## src/rtl/bit_window3.sv

```systemverilog
// bit_window3 -- slides a 3-bit window over a framed serial bit stream.
//
// Every accepted bit x[n] produces the window (x[n-1], x[n], x[n+1]); the
// frame edges are handled by replicating the first and the last bit, so an
// N-bit frame yields exactly N windows. The windows feed a 3-input
// truth-table/median stage with win_a as the select MSB and win_c as the
// select LSB.
//
// Ports
//   clk        in   single clock, rising edge
//   rst_n      in   asynchronous active-low reset
//   in_bit     in   serial data bit
//   in_valid   in   in_bit is valid
//   in_last    in   in_bit is the final bit of its frame (qualified by in_valid)
//   in_ready   out  block accepts in_bit this cycle
//   win_a      out  tap x[n-1] (oldest)
//   win_b      out  tap x[n]   (centre)
//   win_c      out  tap x[n+1] (newest)
//   out_valid  out  window taps are valid
//   out_last   out  window is the final one of its frame
//   out_ready  in   downstream accepts the window
//   win_idx    out  index of the presented window within its frame
module bit_window3 #(
    parameter int IDX_W = 8
) (
    input  logic             clk,
    input  logic             rst_n,
    input  logic             in_bit,
    input  logic             in_valid,
    input  logic             in_last,
    output logic             in_ready,
    output logic             win_a,
    output logic             win_b,
    output logic             win_c,
    output logic             out_valid,
    output logic             out_last,
    input  logic             out_ready,
    output logic [IDX_W-1:0] win_idx
);

    typedef enum logic [1:0] {
        EMPTY,
        HOLD,
        FLUSH
    } state_t;

    state_t           state;
    state_t           state_nxt;
    logic             prev;
    logic             cur;
    logic [IDX_W-1:0] cnt;

    logic slot_free;
    logic in_xfer;
    logic out_xfer;
    logic load_hold;
    logic load_flush;
    logic load;

    // The output register may be refilled whenever it is empty or being
    // drained in this same cycle.
    assign slot_free  = !out_valid || out_ready;
    assign in_ready   = (state == EMPTY) || ((state == HOLD) && slot_free);
    assign in_xfer    = in_valid && in_ready;
    assign out_xfer   = out_valid && out_ready;
    assign load_hold  = (state == HOLD) && in_xfer;
    assign load_flush = (state == FLUSH) && slot_free;
    assign load       = load_hold || load_flush;

    always_comb begin
        state_nxt = state;
        case (state)
            EMPTY: begin
                if (in_xfer) begin
                    state_nxt = in_last ? FLUSH : HOLD;
                end
            end
            HOLD: begin
                if (in_xfer && in_last) begin
                    state_nxt = FLUSH;
                end
            end
            FLUSH: begin
                if (slot_free) begin
                    state_nxt = EMPTY;
                end
            end
            default: state_nxt = EMPTY;
        endcase
    end

    always_ff @(posedge clk or negedge rst_n) begin
        if (!rst_n) begin
            state <= EMPTY;
        end else begin
            state <= state_nxt;
        end
    end

    // Bit history. The first bit of a frame fills both registers so the
    // first window sees x[-1] = x[0].
    always_ff @(posedge clk or negedge rst_n) begin
        if (!rst_n) begin
            prev <= 1'b0;
            cur  <= 1'b0;
        end else if (in_xfer) begin
            if (state == EMPTY) begin
                prev <= in_bit;
                cur  <= in_bit;
            end else begin
                prev <= cur;
                cur  <= in_bit;
            end
        end
    end

    // Output register. The flush window repeats cur as x[n+1], and the
    // counter restarts after it so the next frame begins at index 0.
    always_ff @(posedge clk or negedge rst_n) begin
        if (!rst_n) begin
            win_a     <= 1'b0;
            win_b     <= 1'b0;
            win_c     <= 1'b0;
            out_valid <= 1'b0;
            out_last  <= 1'b0;
            win_idx   <= '0;
            cnt       <= '0;
        end else begin
            if (load) begin
                win_a     <= prev;
                win_b     <= cur;
                win_c     <= load_flush ? cur : in_bit;
                out_last  <= load_flush;
                out_valid <= 1'b1;
                win_idx   <= cnt;
                cnt       <= load_flush ? '0 : cnt + IDX_W'(1);
            end else if (out_xfer) begin
                out_valid <= 1'b0;
            end
        end
    end

endmodule

```

## config.mk

```make
export PLATFORM = sky130hd
export DESIGN_NAME = bit_window3
export DESIGN_NICKNAME = d
export VERILOG_FILES = /design/src/rtl/bit_window3.sv
export SDC_FILE = /design/constraint.sdc
export NUM_CORES = 1
export LEC_CHECK = 0
export BUFFER_PORTS_ARGS = -buffer_cell sky130_fd_sc_hd__buf_2
export CAP_MARGIN = 20
export CORE_MARGIN = 1.5
export CORE_UTILIZATION = 57
export CTS_BUF_LIST = sky130_fd_sc_hd__clkbuf_8
export DETAILED_ROUTE_END_ITERATION = 10
export PLACE_DENSITY = 0.81
export SYNTH_ARGS = -nofsm -noshare
export SYNTH_HDL_FRONTEND = slang
export SYNTH_SLANG_ARGS = --single-unit
```

## constraint.sdc

```tcl
create_clock -name clk -period 2.3 [get_ports clk]
set_clock_uncertainty 0.15 [all_clocks]
set_input_delay 0.115 -clock clk [delete_from_list [all_inputs] [get_ports clk]]
set_output_delay 0.115 -clock clk [all_outputs]
set_load 0.03 [all_outputs]
```

==> impl_metrics.csv <==
group,metric,value,unit
sta,final.min_clock_period,1.93,ns
clocking,number_of_h_tree_levels,1,
cells_and_area,post_route_cells_drive_above_1_share,0.308,
placed_design,place.port_buffers,19,
logic_synthesis,synth_warnings,0,
sta,worstMarginPinSlew,0.537,ns
routing,drt_wl_total,1.89,mm
worst_setup_path,reg2reg_start,"state[1]",
floorplan,chipHeight,47.9,µm
placed_design,place.detailed.hpwl,1.33,mm
worst_setup_path,timing.critical_path.max_delay_family,"compound AO/OA/AOI/OAI gates",
logic_synthesis,synth_enable_flop_cells,0,
clocking,max-clock-path-buffers,2,
routing,vias,786,
status,run_status,"finished clean",
clocking,clock_sinks,25,
cells_and_area,cell_count_final_fillers_out,144,
worst_setup_path,worst-endpoint-arrival,1.93,ns
worst_setup_path,cp_max_fo,14,
cells_and_area,final_design_area_no_fill,0.00133,mm²
worst_setup_path,critPathCapture,"win_idx[0]",
placed_design,post-place-cells,136,
worst_setup_path,critPathCaptureType,"flop",
power_and_ir_drop,power.density_cell_area,942,mW/mm²
routing,detail_route.drc_violations,0,
placed_design,pre_cts_slack,0.393,ns
logic_synthesis,syn_avg_cell_area,12.4,µm²
grt,vias_in_the_first_global_route,664,
logic_synthesis,synth_cell_type_count,29,
placed_design,postPlaceCellArea,0.00124,mm²
logic_synthesis,yosysSeqAreaShare,0.545,
worst_setup_path,path_buf_inv,0,
sta,timing.setup.tns,0,ns
worst_setup_path,timing.critical_path.slowest_stage_cell,"sky130_fd_sc_hd__o21ai_4",
sta,final_critical_path_setup_slack,0.369,ns
worst_setup_path,cp_data_required_time,2.30,ns
worst_setup_path,r2r-end,"win_idx[0]",
grt,grt_use_total,0.189,
worst_setup_path,crit_path_max_incr_delay,0.50,ns
grt,grt_pass1_wl,3.06,mm
worst_setup_path,cell_by_cell_trace_of_the_critical_path,"and3b_1 -> o21ai_4 -> mux2_2",
sta,report.final.slew_viol_count,0,
worst_setup_path,ff2ff_setup_slack,0.37,ns
floorplan,std_cell_rows,16,
cells_and_area,diodes,0,
cells_and_area,design.final.nets,125,
routing,total_iterations_of_the_first_detailed_routing_run,4,
clocking,cts_tree,"done",
min_path,hold_class,"in2reg",
grt,grt_overflow_total,0,
floorplan,placeable_core_region,0.00192,mm²
logic_synthesis,post_synth_instance_area,0.00115,mm²
floorplan,die_w,47.9,µm
logic_synthesis,yosys_register_bits,25,
sta,setup-violations-final,0,
worst_setup_path,crit_start,"state[1]",
floorplan,die_area,0.00229,mm²
grt,grt_start_max_net_pins,26,
job,timing.max_cap.violations,0,
clocking,cts_buffers,3,
routing,detail-route-antenna-nets,0,
logic_synthesis,synth_async_sr_flop_share,1.00,
worst_setup_path,worstRegToRegCells,3,
routing,drt_first_iter_violations,17,
logic_synthesis,synth_largest_type_area_fraction,0.545,
floorplan,ioPinCount,20,
power_and_ir_drop,leakage,0.665,nW
power_and_ir_drop,design_power_total,0.00125,W
sta,fin_crit_sh,0.839,
power_and_ir_drop,max-vdd-ir-drop,0.751,mV
logic_synthesis,synth_most_common_cell,"sky130_fd_sc_hd__dfrtp_1",
clocking,clk_pin_slew_worst_paths,0.08,ns
worst_setup_path,critical_path_cell_count,3,
floorplan,floorplan.initialDensity,0.598,
worst_setup_path,category_of_the_worst_setup_path_launch_point,"flop",
cells_and_area,area_growth,15.4,%
worst_setup_path,criticalPathCategory,"reg2reg",
sta,finalHoldViolCount,0,
logic_synthesis,post-synth-top-area-cell,"sky130_fd_sc_hd__dfrtp_1",
placed_design,gp_congestion,0.738,
logic_synthesis,syn_nets,100,
grt,grt_antenna_before_repair,0,
clocking,cts.repair_timing.setup_buffer_count,0,
sta,timing.max_slew.rel_slack,0.642,
clocking,worst_skew_late_latency,0.26,ns
logic_synthesis,leading_register_cell_type_out_of_synthesis,"sky130_fd_sc_hd__dfrtp_1",
clocking,clk_root_buffer_cell,"sky130_fd_sc_hd__clkbuf_8",
logic_synthesis,synth_common_cells,"sky130_fd_sc_hd__dfrtp_1, sky130_fd_sc_hd__nand2_1, sky130_fd_sc_hd__mux2_4, sky130_fd_sc_hd__nor2_1",
sta,rsz0062_at_grt,"no",
routing,wl_per_cell,13.1,µm
sta,max_clock_freq,0.518,GHz
routing,avgViaCountPerCell,5.46,
logic_synthesis,ys_top_cells_by_area,"sky130_fd_sc_hd__dfrtp_1, sky130_fd_sc_hd__mux2_4, sky130_fd_sc_hd__mux2_2, sky130_fd_sc_hd__nand2_1, sky130_fd_sc_hd__xor2_1",
logic_synthesis,synthCells,93,
## power by group
group / switching, W / internal (W)
logic: 0.000249 / 0.000152
clock network: 0.000130 / 0.000121
registers: 0.0000686 / 0.000528
total: 0.000447 / 0.000801
## final cells by class
class | instances | area, µm²
multi-input cells | 64 | 480
fillers | 149 | 597
well taps | 27 | 33.8
clock inverters | 1 | 5.00
inverters | 1 | 3.75
clock buffers | 3 | 41.3
flip-flops and latches | 25 | 626
repair buffers | 23 | 135
## routing by layer
layer,vias up,GRT usage,part of all wire
met5,-,0,0
met4,0,0.0486,0.010
met3,4,0.0340,0.030
met2,20,0.288,0.49
met1,379,0.279,0.47
li1,383,-,-
## state kept, by name (all words and copies together), names as in the netlist
| register | cells |
|---|---|
| win_b | 1 |
| state | 2 |
| out_last | 1 |
| cur | 1 |
| out_valid | 1 |
| cnt | 8 |
| win_c | 1 |
| win_a | 1 |
| win_idx | 8 |
| prev | 1 |
## stage by stage
step,util,hold WS [ns]
floorplan,-,-0.331
global placement,0.645,-0.0309
detailed placement,0.645,-0.0214
CTS,0.689,0.0737
global route,0.689,0.0902
finish,0.689,0.0648
## cell families after synthesis
| group | synth area share |
|---|---|
| multiplexers | 0.136 |
| AND/OR/NAND/NOR | 0.144 |
| flip-flops | 0.545 |
| AO/OA/AOI/OAI | 0.105 |
| adder cells (fa/ha/maj) | 0.0109 |
| buffers and inverters | 0.0370 |
| XOR/XNOR | 0.0229 |
## what timing repair did
action	in CTS	in global routing
gates resized for setup	0	0
hold endpoints to repair	27	0
endpoints found under the setup margin	0	0
hold buffers	4	0
## how the worst min path moves through the flow
stage                     startpoint          to  slack (ns)  cells after the start
after floorplan                rst_n      cnt[0]       -0.33                      0
after global placement         rst_n  win_idx[7]       -0.03                      1
after detailed placement       rst_n  win_idx[7]       -0.02                      1
after CTS                  out_ready    state[1]        0.07                      3
after global routing       out_ready    state[1]        0.09                      3
final                      out_ready    state[1]        0.06                      3
## layout by cell type (no fill, tap or decap), types with 2 or more instances in the layout
master | Yosys | routed
sky130_fd_sc_hd__dlygate4sd3_1 | 0 | 4
sky130_fd_sc_hd__o211ai_1 | 2 | 2
sky130_fd_sc_hd__mux2_2 | 5 | 5
sky130_fd_sc_hd__mux2_4 | 6 | 6
sky130_fd_sc_hd__and2_1 | 2 | 2
sky130_fd_sc_hd__o21ai_0 | 4 | 4
sky130_fd_sc_hd__clkbuf_8 | 0 | 3
sky130_fd_sc_hd__xor2_1 | 3 | 3
sky130_fd_sc_hd__nor2_1 | 6 | 6
sky130_fd_sc_hd__nor2b_1 | 2 | 2
sky130_fd_sc_hd__nand3_1 | 2 | 2
sky130_fd_sc_hd__o31ai_1 | 2 | 2
sky130_fd_sc_hd__a21oi_1 | 5 | 5
sky130_fd_sc_hd__buf_2 | 0 | 19
sky130_fd_sc_hd__nand2_1 | 11 | 11
sky130_fd_sc_hd__nand4_1 | 2 | 2
sky130_fd_sc_hd__nand2b_1 | 2 | 2
sky130_fd_sc_hd__dfrtp_1 | 25 | 25
## worst min-delay path: cells and delay by family
| kind | cells | cell delay, ns |
|---|---|---|
| compound gates | 1 | 0.16 |
| simple gates | 1 | 0.07 |
| buf+inv | 1 | 0.08 |
No activity file was read; power rests on OpenSTA's default activity.
